<file path="src/rtl/host_req_arbiter_if.sv">
// Bundle between the host-message arbiter and its requesters / NASTI write slave.
// master = arbiter side, slave = requesters plus NASTI host-message slave.
interface host_req_arbiter_if #(
  parameter int NREQ       = 4,
  parameter int ID_WIDTH   = 4,
  parameter int USER_WIDTH = 1,
  parameter int ADDR_WIDTH = 32
);
  logic [NREQ-1:0]       req_valid;
  logic [NREQ-1:0]       req_ready;
  logic [32*NREQ-1:0]    req_msg;
  logic [NREQ-1:0]       done;
  logic                  err;
  logic                  clr_err;
  logic [15:0]           txn_count;
  logic                  aw_valid;
  logic                  aw_ready;
  logic [ADDR_WIDTH-1:0] aw_addr;
  logic [ID_WIDTH-1:0]   aw_id;
  logic [7:0]            aw_len;
  logic [2:0]            aw_size;
  logic [USER_WIDTH-1:0] aw_user;
  logic                  w_valid;
  logic                  w_ready;
  logic [31:0]           w_data;
  logic [3:0]            w_strb;
  logic                  w_last;
  logic                  b_valid;
  logic                  b_ready;
  logic [ID_WIDTH-1:0]   b_id;
  logic [1:0]            b_resp;

  modport master (
    input  req_valid, req_msg, clr_err, aw_ready, w_ready, b_valid, b_id, b_resp,
    output req_ready, done, err, txn_count,
    output aw_valid, aw_addr, aw_id, aw_len, aw_size, aw_user,
    output w_valid, w_data, w_strb, w_last, b_ready
  );

  modport slave (
    output req_valid, req_msg, clr_err, aw_ready, w_ready, b_valid, b_id, b_resp,
    input  req_ready, done, err, txn_count,
    input  aw_valid, aw_addr, aw_id, aw_len, aw_size, aw_user,
    input  w_valid, w_data, w_strb, w_last, b_ready
  );
endinterface

</file>
<file path="src/rtl/host_req_arbiter.sv">
// Round-robin arbiter that serialises requester messages onto one single-beat
// NASTI write (AW, W, B), with per-requester done pulses and a sticky error flag.
module host_req_arbiter #(
  parameter int                    NREQ       = 4,
  parameter int                    ID_WIDTH   = 4,
  parameter int                    USER_WIDTH = 1,
  parameter int                    ADDR_WIDTH = 32,
  parameter logic [ADDR_WIDTH-1:0] HOST_ADDR  = '0
) (
  input  logic                 clk,
  input  logic                 rstn,
  host_req_arbiter_if.master   io_host
);

  localparam int PW = (NREQ > 1) ? $clog2(NREQ) : 1;

  typedef enum logic [1:0] {S_IDLE, S_AW, S_W, S_B} state_t;

  state_t            r_state;
  logic [PW-1:0]     r_ptr;
  logic [PW-1:0]     r_gnt;
  logic [31:0]       r_msg;
  logic              r_aw_valid;
  logic              r_w_valid;
  logic [NREQ-1:0]   r_done;
  logic              r_err;
  logic [15:0]       r_txn_count;

  logic [PW-1:0]     w_sel;
  logic [PW-1:0]     w_cand;
  logic              w_any;
  int                w_idx;
  logic              w_acc;
  logic              w_b_ready;
  logic              w_complete;
  logic              w_bad;

  // Scan from farthest to nearest so the requester closest to r_ptr wins.
  always_comb begin
    w_sel  = r_ptr;
    w_cand = '0;
    w_any  = 1'b0;
    w_idx  = 0;
    for (int k = NREQ - 1; k >= 0; k--) begin
      w_idx = int'(r_ptr) + k;
      if (w_idx >= NREQ) w_idx = w_idx - NREQ;
      w_cand = PW'(w_idx);
      if (io_host.req_valid[w_cand]) begin
        w_sel = w_cand;
        w_any = 1'b1;
      end
    end
  end

  assign w_acc      = rstn && (r_state == S_IDLE) && w_any;
  assign w_b_ready  = (r_state == S_W) ? io_host.w_ready : (r_state == S_B);
  assign w_complete = io_host.b_valid && w_b_ready;
  assign w_bad      = (io_host.b_resp != 2'b00) || (io_host.b_id != ID_WIDTH'(r_gnt));

  always_ff @(posedge clk or negedge rstn) begin
    if (!rstn) begin
      r_state     <= S_IDLE;
      r_ptr       <= '0;
      r_gnt       <= '0;
      r_aw_valid  <= 1'b0;
      r_w_valid   <= 1'b0;
      r_done      <= '0;
      r_err       <= 1'b0;
      r_txn_count <= '0;
    end else begin
      r_done <= '0;
      if (w_complete) begin
        r_done      <= NREQ'(1) << r_gnt;
        r_txn_count <= r_txn_count + 16'd1;
      end
      // A new error outranks a clear arriving in the same cycle.
      if (w_complete && w_bad) r_err <= 1'b1;
      else if (io_host.clr_err) r_err <= 1'b0;

      case (r_state)
        S_IDLE: begin
          if (w_any) begin
            r_gnt      <= w_sel;
            r_ptr      <= (w_sel == PW'(NREQ - 1)) ? '0 : w_sel + 1'b1;
            r_aw_valid <= 1'b1;
            r_state    <= S_AW;
          end
        end
        S_AW: begin
          if (io_host.aw_ready) begin
            r_aw_valid <= 1'b0;
            r_w_valid  <= 1'b1;
            r_state    <= S_W;
          end
        end
        S_W: begin
          if (io_host.w_ready) begin
            r_w_valid <= 1'b0;
            r_state   <= io_host.b_valid ? S_IDLE : S_B;
          end
        end
        S_B: begin
          if (io_host.b_valid) r_state <= S_IDLE;
        end
        default: r_state <= S_IDLE;
      endcase
    end
  end

  always_ff @(posedge clk) begin
    if (w_acc) r_msg <= io_host.req_msg[32*w_sel +: 32];
  end

  assign io_host.req_ready = w_acc ? (NREQ'(1) << w_sel) : '0;
  assign io_host.done      = r_done;
  assign io_host.err       = r_err;
  assign io_host.txn_count = r_txn_count;
  assign io_host.aw_valid  = r_aw_valid;
  assign io_host.aw_addr   = HOST_ADDR;
  assign io_host.aw_id     = ID_WIDTH'(r_gnt);
  assign io_host.aw_len    = 8'd0;
  assign io_host.aw_size   = 3'd2;
  assign io_host.aw_user   = '0;
  assign io_host.w_valid   = r_w_valid;
  assign io_host.w_data    = r_msg;
  assign io_host.w_strb    = 4'hF;
  assign io_host.w_last    = 1'b1;
  assign io_host.b_ready   = w_b_ready;

endmodule

</file>
<file path="src/flat_wrapper.sv">
// flat-port wrapper written by rule: the top's interface ports become plain ports
module host_req_arbiter_flat 
#(
  parameter int                    NREQ       = 4,
  parameter int                    ID_WIDTH   = 4,
  parameter int                    USER_WIDTH = 1,
  parameter int                    ADDR_WIDTH = 32,
  parameter logic [ADDR_WIDTH-1:0] HOST_ADDR  = '0
)
  (clk, rstn, io_host_req_valid, io_host_req_msg, io_host_clr_err, io_host_aw_ready, io_host_w_ready, io_host_b_valid, io_host_b_id, io_host_b_resp, io_host_req_ready, io_host_done, io_host_err, io_host_txn_count, io_host_aw_valid, io_host_aw_addr, io_host_aw_id, io_host_aw_len, io_host_aw_size, io_host_aw_user, io_host_w_valid, io_host_w_data, io_host_w_strb, io_host_w_last, io_host_b_ready);
  host_req_arbiter_if #(.NREQ(NREQ), .ID_WIDTH(ID_WIDTH), .USER_WIDTH(USER_WIDTH), .ADDR_WIDTH(ADDR_WIDTH)) io_host_i ();
  input  logic clk;
  input  logic rstn;
  input wire logic [$bits(io_host_i.req_valid)-1:0] io_host_req_valid;
  input wire logic [$bits(io_host_i.req_msg)-1:0] io_host_req_msg;
  input wire logic [$bits(io_host_i.clr_err)-1:0] io_host_clr_err;
  input wire logic [$bits(io_host_i.aw_ready)-1:0] io_host_aw_ready;
  input wire logic [$bits(io_host_i.w_ready)-1:0] io_host_w_ready;
  input wire logic [$bits(io_host_i.b_valid)-1:0] io_host_b_valid;
  input wire logic [$bits(io_host_i.b_id)-1:0] io_host_b_id;
  input wire logic [$bits(io_host_i.b_resp)-1:0] io_host_b_resp;
  output wire logic [$bits(io_host_i.req_ready)-1:0] io_host_req_ready;
  output wire logic [$bits(io_host_i.done)-1:0] io_host_done;
  output wire logic [$bits(io_host_i.err)-1:0] io_host_err;
  output wire logic [$bits(io_host_i.txn_count)-1:0] io_host_txn_count;
  output wire logic [$bits(io_host_i.aw_valid)-1:0] io_host_aw_valid;
  output wire logic [$bits(io_host_i.aw_addr)-1:0] io_host_aw_addr;
  output wire logic [$bits(io_host_i.aw_id)-1:0] io_host_aw_id;
  output wire logic [$bits(io_host_i.aw_len)-1:0] io_host_aw_len;
  output wire logic [$bits(io_host_i.aw_size)-1:0] io_host_aw_size;
  output wire logic [$bits(io_host_i.aw_user)-1:0] io_host_aw_user;
  output wire logic [$bits(io_host_i.w_valid)-1:0] io_host_w_valid;
  output wire logic [$bits(io_host_i.w_data)-1:0] io_host_w_data;
  output wire logic [$bits(io_host_i.w_strb)-1:0] io_host_w_strb;
  output wire logic [$bits(io_host_i.w_last)-1:0] io_host_w_last;
  output wire logic [$bits(io_host_i.b_ready)-1:0] io_host_b_ready;
  assign io_host_i.req_valid = io_host_req_valid;
  assign io_host_i.req_msg = io_host_req_msg;
  assign io_host_i.clr_err = io_host_clr_err;
  assign io_host_i.aw_ready = io_host_aw_ready;
  assign io_host_i.w_ready = io_host_w_ready;
  assign io_host_i.b_valid = io_host_b_valid;
  assign io_host_i.b_id = io_host_b_id;
  assign io_host_i.b_resp = io_host_b_resp;
  assign io_host_req_ready = io_host_i.req_ready;
  assign io_host_done = io_host_i.done;
  assign io_host_err = io_host_i.err;
  assign io_host_txn_count = io_host_i.txn_count;
  assign io_host_aw_valid = io_host_i.aw_valid;
  assign io_host_aw_addr = io_host_i.aw_addr;
  assign io_host_aw_id = io_host_i.aw_id;
  assign io_host_aw_len = io_host_i.aw_len;
  assign io_host_aw_size = io_host_i.aw_size;
  assign io_host_aw_user = io_host_i.aw_user;
  assign io_host_w_valid = io_host_i.w_valid;
  assign io_host_w_data = io_host_i.w_data;
  assign io_host_w_strb = io_host_i.w_strb;
  assign io_host_w_last = io_host_i.w_last;
  assign io_host_b_ready = io_host_i.b_ready;
  host_req_arbiter #(.NREQ(NREQ), .ID_WIDTH(ID_WIDTH), .USER_WIDTH(USER_WIDTH), .ADDR_WIDTH(ADDR_WIDTH), .HOST_ADDR(HOST_ADDR)) u_core (.clk(clk), .rstn(rstn), .io_host(io_host_i));
endmodule
</file>
<file path="config.mk">
export PLATFORM = sky130hd
export DESIGN_NAME = host_req_arbiter_flat
export DESIGN_NICKNAME = d
export VERILOG_FILES = /design/src/rtl/host_req_arbiter_if.sv /design/src/rtl/host_req_arbiter.sv /design/src/flat_wrapper.sv
export SDC_FILE = /design/constraint.sdc
export NUM_CORES = 1
export LEC_CHECK = 0
export BUFFER_PORTS_ARGS = -buffer_cell sky130_fd_sc_hd__buf_2
export CAP_MARGIN = 25
export CORE_MARGIN = 5
export CORE_UTILIZATION = 46
export CTS_CLUSTER_DIAMETER = 150
export DETAILED_ROUTE_END_ITERATION = 6
export HOLD_SLACK_MARGIN = 0.06
export PLACE_DENSITY = 0.87
export SLEW_MARGIN = 10
export SYNTH_ARGS = -nofsm -noshare
export SYNTH_HDL_FRONTEND = slang
export SYNTH_SLANG_ARGS = --single-unit
export TNS_END_PERCENT = 30
</file>
<file path="constraint.sdc">
create_clock -name clk -period 5.91 [get_ports clk]
set_clock_uncertainty 0.15 [all_clocks]
set_input_delay 0.8865 -clock clk [delete_from_list [all_inputs] [get_ports clk]]
set_output_delay 0.8865 -clock clk [all_outputs]
set_load 0.05 [all_outputs]
</file>
==> impl_metrics.xml, run 1 <==
<?xml version="1.0" encoding="UTF-8"?>
<metrics>
  <group name="global_routing">
    <metric name="grt_pass1_vias" unit="">3263</metric>
    <metric name="grt_first_pass_wirelength" unit="mm">15.4</metric>
    <metric name="residual_overflow_from_global_routing" unit="">0</metric>
    <metric name="antenna_found_initial" unit="">1</metric>
    <metric name="grt_max_degree" unit="">60</metric>
    <metric name="global_route.usage.total" unit="%">19.0</metric>
  </group>
  <group name="worst_setup_path">
    <metric name="crit_path_end_kind" unit="">primary output</metric>
    <metric name="worstReg2RegEnd" unit="">u_core.io_host.w_data[16]</metric>
    <metric name="worstSetupPathDepth" unit="">7</metric>
    <metric name="timing.rr.start" unit="">u_core.r_ptr[0]</metric>
    <metric name="critical_path_class" unit="">input pin to primary output</metric>
    <metric name="path_cells" unit="">buf_2 &gt; nor2b_1 &gt; nor4_4 &gt; nor2_4 &gt; buf_4 &gt; nor3_1 &gt; buf_2</metric>
    <metric name="worst-path-buf-inv" unit="">3</metric>
    <metric name="reg2reg_slack" unit="ps">2910</metric>
    <metric name="timing.critical_path.slowest_stage_cell" unit="">sky130_fd_sc_hd__nor4_4</metric>
    <metric name="path_delay_family" unit="">simple AND/OR/NAND/NOR gates</metric>
    <metric name="worstPathMaxFanout" unit="">33</metric>
    <metric name="rr_worst_depth" unit="">6</metric>
    <metric name="critical_path.most_common_cell" unit="">sky130_fd_sc_hd__buf_2</metric>
    <metric name="worstSetupStartpointType" unit="">input pin</metric>
    <metric name="cpPeakStageDelay" unit="ps">460</metric>
    <metric name="required_time_worst_endpoint" unit="ps">4870</metric>
    <metric name="timing.critical_path.arrival" unit="ps">2570</metric>
  </group>
  <group name="floorplanning">
    <metric name="top_level_ports" unit="">257</metric>
    <metric name="die_y" unit="um">102</metric>
    <metric name="core.rowCount" unit="">33</metric>
    <metric name="floorplan.die_area" unit="um^2">10400</metric>
    <metric name="placeableCoreArea" unit="um^2">8220</metric>
    <metric name="floorplan.initialDensity" unit="%">47.2</metric>
    <metric name="die_w" unit="um">102</metric>
  </group>
  <group name="route">
    <metric name="drt-pass1-iter-count" unit="">4</metric>
    <metric name="drt.antenna.violating_nets" unit="">0</metric>
    <metric name="drt_drc_violations_left" unit="">0</metric>
    <metric name="routed_wirelength" unit="mm">10.5</metric>
    <metric name="wl_per_cell" unit="um">16.2</metric>
    <metric name="route.detailed.vias_per_inst" unit="">4.77</metric>
    <metric name="route.vias.total" unit="">3099</metric>
    <metric name="drtIter0Drc" unit="">105</metric>
  </group>
  <group name="cells_and_area">
    <metric name="regArea" unit="um^2">1690</metric>
    <metric name="syn2layout_area_growth" unit="%">27.9</metric>
    <metric name="area_of_the_multi_input_gates" unit="um^2">1850</metric>
    <metric name="share_of_cells_above_drive_strength_1" unit="%">43.2</metric>
    <metric name="final_cell_count_no_fill" unit="">650</metric>
    <metric name="fillCellCount" unit="">736</metric>
    <metric name="finish.net_count" unit="">684</metric>
  </group>
  <group name="yosys">
    <metric name="synthXorXnorAreaFrac" unit="%">3.84</metric>
    <metric name="syn-instance-count" unit="">335</metric>
    <metric name="synth_adder_area_share" unit="%">0.322</metric>
    <metric name="synthArstFlopShare" unit="%">47.5</metric>
    <metric name="synth_top_area_share" unit="%">25.0</metric>
    <metric name="post_synth_mux_area_share" unit="%">25.3</metric>
    <metric name="synth.lib_cells_used.distinct" unit="">42</metric>
    <metric name="synth_top_family_by_area" unit="">multiplexers</metric>
    <metric name="yosys.area_share.simple" unit="%">9.32</metric>
    <metric name="syn_area" unit="um^2">3880</metric>
    <metric name="dominant_cell_type_by_area_after_synthesis" unit="">sky130_fd_sc_hd__mux2i_1</metric>
    <metric name="synth.top_cells.by_area" unit="">sky130_fd_sc_hd__mux2i_1 25%, sky130_fd_sc_hd__edfxtp_1 25%, sky130_fd_sc_hd__dfrtp_1 19%, sky130_fd_sc_hd__buf_4 11%, sky130_fd_sc_hd__xnor2_1 2.0%</metric>
    <metric name="synth-seq-area-share" unit="%">43.5</metric>
    <metric name="synth_enable_flop_cells" unit="">32</metric>
    <metric name="syn-mean-instance-area" unit="um^2">11.6</metric>
    <metric name="synth.yosys.warnings" unit="">0</metric>
    <metric name="synth_compound_gate_area_share" unit="%">3.68</metric>
    <metric name="ys_seq_elements" unit="">61</metric>
    <metric name="postSynth.topFlopCell" unit="">sky130_fd_sc_hd__edfxtp_1</metric>
  </group>
  <group name="cts">
    <metric name="cts-hold-fix-buffers" unit="">0</metric>
    <metric name="cts_htree_levels" unit="">3</metric>
    <metric name="clock_path_buffers" unit="">2</metric>
    <metric name="cts_inserted_buffers" unit="">9</metric>
    <metric name="clock_latency" unit="ps">320</metric>
    <metric name="cts_num_sinks" unit="">61</metric>
    <metric name="path_clk_slew" unit="ps">70</metric>
    <metric name="cts_tree" unit="">built</metric>
    <metric name="postCtsResizedCells" unit="">0</metric>
    <metric name="cts_root_buf" unit="">sky130_fd_sc_hd__clkbuf_8</metric>
    <metric name="postCtsSetupRepairBufs" unit="">0</metric>
  </group>
  <group name="sta">
    <metric name="final-hold-violation-count" unit="">0</metric>
    <metric name="setup_total_negative_slack" unit="ps">0</metric>
    <metric name="maxSlewViolCount" unit="">0</metric>
    <metric name="headroom_to_the_max_slew_limit" unit="%">37.5</metric>
    <metric name="finalSetupViolations" unit="">0</metric>
    <metric name="worst_pin_slew" unit="ps">937</metric>
    <metric name="unrepaired_setup_endpoints_after_global_routing" unit="">false</metric>
    <metric name="layout_min_cycle_time" unit="ps">3610</metric>
    <metric name="timing.fmax" unit="GHz">0.277</metric>
    <metric name="finalCritPeriodShare" unit="%">61.1</metric>
    <metric name="timing.final.ws_setup" unit="ps">2300</metric>
  </group>
  <group name="power_and_ir_drop">
    <metric name="netSwitchingFraction" unit="%">46.9</metric>
    <metric name="pwr-share-seq" unit="%">30.7</metric>
    <metric name="power_per_cell_area" unit="nW/um^2">443</metric>
    <metric name="p_int" unit="W">0.00117</metric>
    <metric name="vdd_ir_drop_max" unit="uV">219</metric>
    <metric name="clock_power_share" unit="%">17.3</metric>
    <metric name="switching_power" unit="W">0.00103</metric>
    <metric name="leakage_component_of_the_power" unit="nW">2.66</metric>
    <metric name="power.share.combinational" unit="%">52.0</metric>
  </group>
  <group name="placement">
    <metric name="io_buffer_count" unit="">205</metric>
    <metric name="place_hpwl" unit="mm">8.72</metric>
    <metric name="post_placement_setup_slack" unit="ps">2260</metric>
    <metric name="dpl.cell_count" unit="">633</metric>
    <metric name="place_congestion" unit="">0.888</metric>
  </group>
  <group name="run_status">
    <metric name="outcome" unit="">complete, no violations</metric>
  </group>
  <group name="min_path">
    <metric name="critical_hold_path_startpoint" unit="">u_core.io_host.txn_count[15]</metric>
    <metric name="min-delay-path-class" unit="">flop to flop</metric>
    <metric name="min_path_cells" unit="">1</metric>
    <metric name="whs_endpoint" unit="">u_core.io_host.txn_count[15]</metric>
  </group>
  <group name="job">
    <metric name="drv_cap" unit="">0</metric>
  </group>
</metrics>
-- worst max-delay path by stage --
stage	end	start	slack (ps)
CTS	io_host_req_ready[3]	io_host_req_valid[0]	2260
global route	io_host_req_ready[3]	io_host_req_valid[0]	2170
detailed placement	io_host_req_ready[3]	io_host_req_valid[0]	2260
floorplan	io_host_req_ready[3]	io_host_req_valid[3]	1920
finish	io_host_req_ready[3]	io_host_req_valid[0]	2300
global placement	io_host_req_ready[3]	io_host_req_valid[0]	2330
-- cell usage after synthesis (all sizes together) (2+ instances only) --
cell type,number
mux2i,97
nor2,11
nand3,4
nor2b,4
nor3,11
and2b,2
a21oi,4
dfrtp,29
inv,9
edfxtp,32
nor4,3
nand4,4
and3,3
o21ai,13
buf,64
conb,2
nand2,13
xnor2,9
xor2,8
-- power by group through the flow --
stage	clock [W]	combinational, W	sequential, W
after floorplan	0	0.000702	0.000945
after global placement	0	0.00113	0.000677
after detailed placement	0	0.00116	0.000685
after CTS	0.000392	0.00116	0.000675
after global routing	0.000407	0.00122	0.000689
final	0.000380	0.00115	0.000676
-- routing by layer --
layer  GRT usage (%)  share of wire, %  vias to the layer above
li1                -                 -                     1498
met1            21.2                36                     1430
met2            35.5                54                      155
met3            3.96               8.5                       16
met4            6.86               2.2                        0
met5               0                 0                        -
-- metrics by stage --
stage / area (um^2) / hold WS, ps / util (%) / total power, W
floorplan: 4070 / 375 / - / 0.00165
global placement: 4750 / 302 / 57.8 / 0.00181
detailed placement: 4750 / 318 / 57.8 / 0.00184
CTS: 4960 / 332 / 60.4 / 0.00223
global route: 4970 / 359 / 60.4 / 0.00232
finish: 4970 / 327 / 60.4 / 0.00220
-- kinds of logic (layout without fill, tap and decap cells) --
group	after synthesis	after routing
flops	61	61
other cells	2	52
simple gates	60	60
buf+inv	73	233
mux	98	98
fa+ha+maj	1	1
xor+xnor	17	17
compound gates	23	23
-- cell usage in the layout (no fill, tap or decap), types with 4 or more instances in the layout --
cell / count
sky130_fd_sc_hd__nand2_1: 13
sky130_fd_sc_hd__nor2b_1: 4
sky130_fd_sc_hd__nand3_1: 4
sky130_fd_sc_hd__edfxtp_1: 32
sky130_fd_sc_hd__nor2_1: 10
sky130_fd_sc_hd__conb_1: 51
sky130_fd_sc_hd__xnor2_1: 9
sky130_fd_sc_hd__o21ai_0: 10
sky130_fd_sc_hd__a21oi_1: 4
sky130_fd_sc_hd__xor2_1: 8
sky130_fd_sc_hd__inv_1: 8
sky130_fd_sc_hd__buf_2: 205
sky130_fd_sc_hd__clkbuf_8: 9
sky130_fd_sc_hd__nor3_1: 10
sky130_fd_sc_hd__dfrtp_1: 29
sky130_fd_sc_hd__mux2i_1: 97
-- final cells by class --
class | count | share of cell area, %
Multi-Input combinational cell | 250 | 37.3
Inverter | 9 | 0.680
Timing Repair Buffer | 208 | 21.1
Antenna cell | 1 | 0.0504
Clock inverter | 5 | 0.781
Sequential cell | 61 | 34.0
Tap cell | 105 | 2.65
Clock buffer | 11 | 3.50
-- flip-flops by register name, indices dropped and copies added (netlist names) --
| name | cells |
|---|---|
| u_core.io_host.aw_valid | 1 |
| u_core.r_ptr | 2 |
| u_core.io_host.txn_count | 16 |
| u_core.io_host.w_valid | 1 |
| u_core.io_host.w_data | 32 |
| u_core.io_host.err | 1 |
| u_core.io_host.done | 4 |
| u_core.r_state | 2 |
| u_core.r_gnt | 2 |
No activity file was read; power rests on OpenSTA's default activity.
==> run 2, diff against run 1 <==
--- a/config.mk
+++ b/config.mk
@@ -8,11 +8,11 @@
 export BUFFER_PORTS_ARGS = -buffer_cell sky130_fd_sc_hd__buf_2
 export CAP_MARGIN = 25
 export CORE_MARGIN = 5
-export CORE_UTILIZATION = 46
+export CORE_UTILIZATION = 43
 export CTS_CLUSTER_DIAMETER = 150
 export DETAILED_ROUTE_END_ITERATION = 6
 export HOLD_SLACK_MARGIN = 0.06
-export PLACE_DENSITY = 0.87
+export PLACE_DENSITY = 0.82
 export SLEW_MARGIN = 10
 export SYNTH_ARGS = -nofsm -noshare
 export SYNTH_HDL_FRONTEND = slang
==> constraint.sdc (replaced) <==
create_clock -name clk -period 3.6 [get_ports clk]
set_clock_uncertainty 0.15 [all_clocks]
set_input_delay 0.54 -clock clk [delete_from_list [all_inputs] [get_ports clk]]
set_output_delay 0.54 -clock clk [all_outputs]
set_load 0.05 [all_outputs]
==> impl_metrics.xml, run 2 (synthesis gave the netlist of run 1 again) <==
<?xml version="1.0" encoding="UTF-8"?>
<metrics>
  <group name="run_status">
    <metric name="outcome" unit="">complete, no violations</metric>
  </group>
  <group name="route">
    <metric name="drtIter0Drc" unit="">96</metric>
    <metric name="route.vias.total" unit="">3158</metric>
    <metric name="routed_wirelength" unit="mm">10.3</metric>
    <metric name="wl_per_cell" unit="um">15.8</metric>
    <metric name="route.detailed.vias_per_inst" unit="">4.81</metric>
    <metric name="drt.antenna.violating_nets" unit="">0</metric>
    <metric name="drt_drc_violations_left" unit="">0</metric>
    <metric name="drt-pass1-iter-count" unit="">4</metric>
  </group>
  <group name="floorplanning">
    <metric name="die_w" unit="um">105</metric>
    <metric name="top_level_ports" unit="">257</metric>
    <metric name="die_y" unit="um">105</metric>
    <metric name="floorplan.die_area" unit="um^2">11000</metric>
    <metric name="core.rowCount" unit="">34</metric>
    <metric name="floorplan.initialDensity" unit="%">44.3</metric>
    <metric name="placeableCoreArea" unit="um^2">8760</metric>
  </group>
  <group name="worst_setup_path">
    <metric name="worstSetupStartpointType" unit="">flop</metric>
    <metric name="reg2reg_slack" unit="ps">1210</metric>
    <metric name="timing.rr.start" unit="">u_core.r_ptr[0]</metric>
    <metric name="critical_path_class" unit="">flop to primary output</metric>
    <metric name="rr_worst_depth" unit="">6</metric>
    <metric name="crit_path_end_kind" unit="">primary output</metric>
    <metric name="worstSetupStartpoint" unit="">u_core.r_ptr[1]</metric>
    <metric name="worstSetupPathDepth" unit="">5</metric>
    <metric name="worstReg2RegEnd" unit="">u_core.io_host.w_data[17]</metric>
    <metric name="timing.critical_path.arrival" unit="ps">2050</metric>
    <metric name="crit_end" unit="">io_host_req_ready[1]</metric>
    <metric name="worstPathMaxFanout" unit="">10</metric>
    <metric name="path_delay_family" unit="">flip-flops</metric>
    <metric name="worst-path-buf-inv" unit="">1</metric>
    <metric name="path_cells" unit="">nand2_1 &gt; a2bb2oi_1 &gt; o221ai_4 &gt; nor4_4 &gt; buf_2</metric>
    <metric name="required_time_worst_endpoint" unit="ps">2910</metric>
    <metric name="timing.critical_path.slowest_stage_cell" unit="">sky130_fd_sc_hd__dfrtp_1</metric>
    <metric name="cpPeakStageDelay" unit="ps">560</metric>
  </group>
  <group name="cts">
    <metric name="clock_path_buffers" unit="">2</metric>
    <metric name="cts_htree_levels" unit="">3</metric>
    <metric name="clock_latency" unit="ps">330</metric>
    <metric name="cts_inserted_buffers" unit="">9</metric>
    <metric name="cts_num_sinks" unit="">61</metric>
    <metric name="cts_root_buf" unit="">sky130_fd_sc_hd__clkbuf_8</metric>
    <metric name="path_clk_slew" unit="ps">70</metric>
    <metric name="postCtsResizedCells" unit="">0</metric>
    <metric name="cts_tree" unit="">built</metric>
  </group>
  <group name="placement">
    <metric name="place_congestion" unit="">0.856</metric>
    <metric name="dpl.cell_count" unit="">638</metric>
    <metric name="io_buffer_count" unit="">205</metric>
    <metric name="place_hpwl" unit="mm">8.57</metric>
  </group>
  <group name="cells_and_area">
    <metric name="largest_register_ffs" unit="">32</metric>
    <metric name="finish.net_count" unit="">687</metric>
    <metric name="layout.cells.most_common" unit="">sky130_fd_sc_hd__buf_2</metric>
    <metric name="most-common-layout-cells" unit="">205 x sky130_fd_sc_hd__buf_2, 97 x sky130_fd_sc_hd__mux2i_1, 51 x sky130_fd_sc_hd__conb_1, 32 x sky130_fd_sc_hd__edfxtp_1, 29 x sky130_fd_sc_hd__dfrtp_1</metric>
    <metric name="share_of_cells_above_drive_strength_1" unit="%">43.1</metric>
    <metric name="syn2layout_area_growth" unit="%">28.8</metric>
    <metric name="final_cell_count_no_fill" unit="">656</metric>
  </group>
  <group name="sta">
    <metric name="setup_total_negative_slack" unit="ps">0</metric>
    <metric name="finalSetupViolations" unit="">0</metric>
    <metric name="timing.fmax" unit="GHz">0.365</metric>
    <metric name="final-hold-violation-count" unit="">0</metric>
    <metric name="maxSlewViolCount" unit="">0</metric>
    <metric name="finalCritPeriodShare" unit="%">76.1</metric>
    <metric name="worst_pin_slew" unit="ps">567</metric>
    <metric name="layout_min_cycle_time" unit="ps">2740</metric>
    <metric name="unrepaired_setup_endpoints_after_global_routing" unit="">false</metric>
    <metric name="headroom_to_the_max_slew_limit" unit="%">62.2</metric>
  </group>
  <group name="global_routing">
    <metric name="grt_max_degree" unit="">67</metric>
    <metric name="grt_first_pass_wirelength" unit="mm">15.8</metric>
    <metric name="residual_overflow_from_global_routing" unit="">0</metric>
    <metric name="global_route.usage.total" unit="%">17.8</metric>
    <metric name="grt_pass1_vias" unit="">3129</metric>
    <metric name="antenna_found_initial" unit="">1</metric>
  </group>
  <group name="min_path">
    <metric name="min-delay-path-class" unit="">input pin to flop</metric>
  </group>
  <group name="power_and_ir_drop">
    <metric name="leakage_component_of_the_power" unit="nW">2.68</metric>
    <metric name="power_per_cell_area" unit="nW/um^2">722</metric>
    <metric name="vdd_ir_drop_max" unit="uV">297</metric>
  </group>
  <group name="job">
    <metric name="drv_cap" unit="">0</metric>
  </group>
</metrics>
==> run 2: per-layer routing <==
| layer | vias to the layer above | wire, um | global-route usage [%] |
|---|---|---|---|
| li1 | 1511 | - | - |
| met4 | 0 | 236 | 6.39 |
| met1 | 1454 | 3840 | 21.1 |
| met3 | 19 | 869 | 4.99 |
| met5 | - | 0 | 0 |
| met2 | 174 | 5390 | 30.8 |
==> run 2: worst min-delay path by stage <==
| stage | slack (ps) | depth (start not counted) | to | startpoint |
|---|---|---|---|---|
| 5_1_grt | 240 | 2 | u_core.io_host.err | io_host_clr_err |
| 4_1_cts | 220 | 2 | u_core.io_host.err | io_host_clr_err |
| 2_1_floorplan | 90 | 0 | u_core.io_host.aw_valid | rstn |
| 3_3_place_gp | 210 | 1 | u_core.r_ptr[0] | rstn |
| 3_5_place_dp | 210 | 1 | u_core.r_ptr[1] | rstn |
| 6_report | 240 | 2 | u_core.io_host.err | io_host_clr_err |
==> run 2: report_power, final <==
group / internal [W] / leakage [nW] / total, W / switching [W]
Sequential: 0.000969 / 0.665 / 0.00111 / 0.000143
Clock: 0.000334 / 0.107 / 0.000603 / 0.000269
Combinational: 0.000625 / 1.90 / 0.00189 / 0.00127
Total: 0.00193 / 2.68 / 0.00361 / 0.00168
==> run 2: per-stage QoR <==
step	worst slack, ps	power, W	hold WS (ps)	cell area [um^2]	utilization [%]
detailed placement	1040	0.00304	213	4780	54.6
global route	789	0.00381	239	5000	57.1
floorplan	304	0.00270	94.4	4070	-
global placement	1090	0.00298	213	4780	54.6
CTS	874	0.00364	223	5000	57.0
finish	860	0.00361	243	5000	57.1
==> run 2: repair_timing <==
item,in CTS,in global routing
hold endpoints to repair,2,0
setup endpoints to repair,0,0
buffers inserted,0,0
hold buffers,1,0
==> run 2: layout make-up <==
class,instances,area [um^2]
antenna,1,2.50
fill,771,3760
clock buffer,12,178
inverter,9,33.8
clock inverter,4,27.5
timing repair buffer,211,1090
sequential,61,1690
tap,108,135
multi-input combinational,250,1850
==> run 3, diff against run 2 <==
==> constraint.sdc (replaced) <==
create_clock -name clk -period 2.6 [get_ports clk]
set_clock_uncertainty 0.15 [all_clocks]
set_input_delay 0.39 -clock clk [delete_from_list [all_inputs] [get_ports clk]]
set_output_delay 0.39 -clock clk [all_outputs]
set_load 0.05 [all_outputs]
==> impl_metrics.xml, run 3 (synthesis gave the netlist of run 1 again) <==
<?xml version="1.0" encoding="UTF-8"?>
<metrics>
  <group name="run_status">
    <metric name="outcome" unit="">complete, no violations</metric>
  </group>
  <group name="worst_setup_path">
    <metric name="worstPathMaxFanout" unit="">8</metric>
    <metric name="worstSetupPathDepth" unit="">6</metric>
    <metric name="cpPeakStageDelay" unit="ps">440</metric>
    <metric name="required_time_worst_endpoint" unit="ps">2060</metric>
    <metric name="worst-path-buf-inv" unit="">1</metric>
    <metric name="critical_path_class" unit="">flop to primary output</metric>
    <metric name="reg2reg_slack" unit="ps">260</metric>
    <metric name="worstSetupStartpointType" unit="">flop</metric>
    <metric name="path_cells" unit="">nor2b_1 &gt; a2bb2oi_1 &gt; o221ai_4 &gt; nand3_1 &gt; nor3_1 &gt; buf_2</metric>
    <metric name="timing.critical_path.arrival" unit="ps">1950</metric>
    <metric name="path_delay_family" unit="">compound AO/OA/AOI/OAI gates</metric>
    <metric name="crit_path_end_kind" unit="">primary output</metric>
    <metric name="timing.critical_path.slowest_stage_cell" unit="">sky130_fd_sc_hd__dfrtp_2</metric>
    <metric name="rr_worst_depth" unit="">6</metric>
  </group>
  <group name="placement">
    <metric name="io_buffer_count" unit="">205</metric>
    <metric name="place_congestion" unit="">0.816</metric>
    <metric name="post_placement_setup_slack" unit="ps">203</metric>
    <metric name="standard_cell_area_after_detailed_placement" unit="um^2">4800</metric>
    <metric name="place_hpwl" unit="mm">8.74</metric>
  </group>
  <group name="route">
    <metric name="route.vias.total" unit="">3164</metric>
    <metric name="routed_wirelength" unit="mm">10.5</metric>
    <metric name="drtIter0Drc" unit="">71</metric>
    <metric name="drt-pass1-iter-count" unit="">4</metric>
    <metric name="drt.antenna.violating_nets" unit="">0</metric>
    <metric name="drt_drc_violations_left" unit="">0</metric>
    <metric name="wl_per_cell" unit="um">15.9</metric>
    <metric name="route.detailed.vias_per_inst" unit="">4.82</metric>
  </group>
  <group name="cts">
    <metric name="path_clk_slew" unit="ps">70</metric>
    <metric name="cts_root_buf" unit="">sky130_fd_sc_hd__clkbuf_8</metric>
    <metric name="cts_tree" unit="">built</metric>
    <metric name="cts_inserted_buffers" unit="">9</metric>
    <metric name="cts_num_sinks" unit="">61</metric>
    <metric name="clock_path_buffers" unit="">2</metric>
    <metric name="postCtsSetupRepairBufs" unit="">0</metric>
    <metric name="cts_htree_levels" unit="">3</metric>
    <metric name="clock_latency" unit="ps">330</metric>
  </group>
  <group name="min_path">
    <metric name="min-delay-path-class" unit="">input pin to flop</metric>
    <metric name="min_path_cells" unit="">2</metric>
  </group>
  <group name="power_and_ir_drop">
    <metric name="switching_power" unit="W">0.00230</metric>
    <metric name="p_int" unit="W">0.00268</metric>
    <metric name="power.share.combinational" unit="%">52.9</metric>
    <metric name="vdd_ir_drop_max" unit="uV">444</metric>
    <metric name="netSwitchingFraction" unit="%">46.2</metric>
    <metric name="clock_power_share" unit="%">16.4</metric>
    <metric name="p_total" unit="W">0.00499</metric>
    <metric name="leakage_component_of_the_power" unit="nW">2.68</metric>
    <metric name="pwr-share-seq" unit="%">30.7</metric>
    <metric name="power_per_cell_area" unit="nW/um^2">994</metric>
  </group>
  <group name="cells_and_area">
    <metric name="largest_register_ffs" unit="">32</metric>
    <metric name="syn2layout_area_growth" unit="%">29.3</metric>
    <metric name="share_of_cells_above_drive_strength_1" unit="%">43.9</metric>
    <metric name="layout.cell_area.non_filler" unit="um^2">5020</metric>
    <metric name="area_of_the_multi_input_gates" unit="um^2">1860</metric>
    <metric name="most-common-layout-cells" unit="">204 x sky130_fd_sc_hd__buf_2, 97 x sky130_fd_sc_hd__mux2i_1, 51 x sky130_fd_sc_hd__conb_1, 32 x sky130_fd_sc_hd__edfxtp_1, 27 x sky130_fd_sc_hd__dfrtp_1</metric>
    <metric name="fin_util" unit="%">57.3</metric>
    <metric name="insertedDiodeCount" unit="">0</metric>
    <metric name="layout.cells.most_common" unit="">sky130_fd_sc_hd__buf_2</metric>
    <metric name="regArea" unit="um^2">1690</metric>
    <metric name="fillCellCount" unit="">778</metric>
    <metric name="finish.net_count" unit="">689</metric>
  </group>
  <group name="sta">
    <metric name="timing.fmax" unit="GHz">0.402</metric>
    <metric name="finalSetupViolations" unit="">0</metric>
    <metric name="finalCritPeriodShare" unit="%">95.7</metric>
    <metric name="maxSlewViolCount" unit="">0</metric>
    <metric name="final-hold-violation-count" unit="">0</metric>
    <metric name="layout_min_cycle_time" unit="ps">2490</metric>
    <metric name="timing.final.ws_setup" unit="ps">113</metric>
    <metric name="setup_total_negative_slack" unit="ps">0</metric>
    <metric name="unrepaired_setup_endpoints_after_global_routing" unit="">false</metric>
  </group>
  <group name="floorplanning">
    <metric name="floorplan.die_area" unit="um^2">11000</metric>
    <metric name="placeableCoreArea" unit="um^2">8760</metric>
    <metric name="floorplan.initialDensity" unit="%">44.3</metric>
    <metric name="die_w" unit="um">105</metric>
    <metric name="top_level_ports" unit="">257</metric>
    <metric name="die_y" unit="um">105</metric>
    <metric name="core.rowCount" unit="">34</metric>
  </group>
  <group name="job">
    <metric name="drv_cap" unit="">0</metric>
  </group>
  <group name="global_routing">
    <metric name="antenna_found_initial" unit="">0</metric>
    <metric name="grt_max_degree" unit="">37</metric>
    <metric name="global_route.usage.total" unit="%">17.9</metric>
    <metric name="grt_first_pass_wirelength" unit="mm">15.9</metric>
    <metric name="grt_pass1_vias" unit="">3210</metric>
    <metric name="residual_overflow_from_global_routing" unit="">0</metric>
  </group>
</metrics>
## run 3: cell count changes in the layout (fill, tap and decap cells not counted), moves of 2 or more
cell | before | now
sky130_fd_sc_hd__clkbuf_8 | 9 | 11
sky130_fd_sc_hd__clkinv_4 | 2 | 0
sky130_fd_sc_hd__buf_4 | 4 | 6
sky130_fd_sc_hd__dfrtp_1 | 29 | 27
sky130_fd_sc_hd__dfrtp_2 | 0 | 2
## run 3: worst paths after layout
path | startpoint | end
hold / removal | io_host_clr_err | u_core.io_host.err
hold reg to reg | u_core.io_host.txn_count[15] | u_core.io_host.txn_count[15]
setup / recovery | u_core.r_ptr[0] | io_host_req_ready[0]
min in group asynchronous | rstn | u_core.io_host.aw_valid
max in group asynchronous | rstn | u_core.r_ptr[0]
setup reg to reg | u_core.r_ptr[0] | u_core.io_host.w_data[14]
## run 3: routing by layer
layer	up-vias	global-route usage [%]	wire [um]	part of all wire, %
met5	-	0	0	0
met4	0	6.12	176	1.7
met3	14	4.19	842	8.1
met2	157	33.0	5630	54
met1	1480	20.1	3800	36
li1	1513	-	-	-
## run 3: per-stage QoR
| step | cells | hold WS [ps] |
|---|---|---|
| after CTS | 657 | 92.4 |
| after global routing | 657 | 102 |
| after detailed placement | 640 | 307 |
| final | 657 | 112 |
| after global placement | 640 | 302 |
| after floorplan | 384 | -55.6 |
## run 3: what timing repair did
item | CTS | global route
endpoints found under the setup margin | 0 | 4
hold buffers | 1 | 0
hold endpoints to repair | 29 | 0
gates resized for setup | 0 | 4
## run 3: cell type report
| class | count | area share (%) |
|---|---|---|
| Clock inverter | 3 | 0.324 |
| Clock buffer | 13 | 3.59 |
| Sequential cell | 61 | 33.6 |
| Multi-Input combinational cell | 250 | 37.1 |
| Tap cell | 108 | 2.69 |
| Timing Repair Buffer | 213 | 22.0 |
| Inverter | 9 | 0.673 |
## run 3: power groups by stage
stage / clock network (W) / registers, W / logic [W]
3_5_place_dp: 0 / 0.00155 / 0.00266
4_1_cts: 0.000841 / 0.00153 / 0.00266
6_report: 0.000818 / 0.00153 / 0.00264
5_1_grt: 0.000885 / 0.00157 / 0.00282
2_1_floorplan: 0 / 0.00215 / 0.00160
3_3_place_gp: 0 / 0.00153 / 0.00259
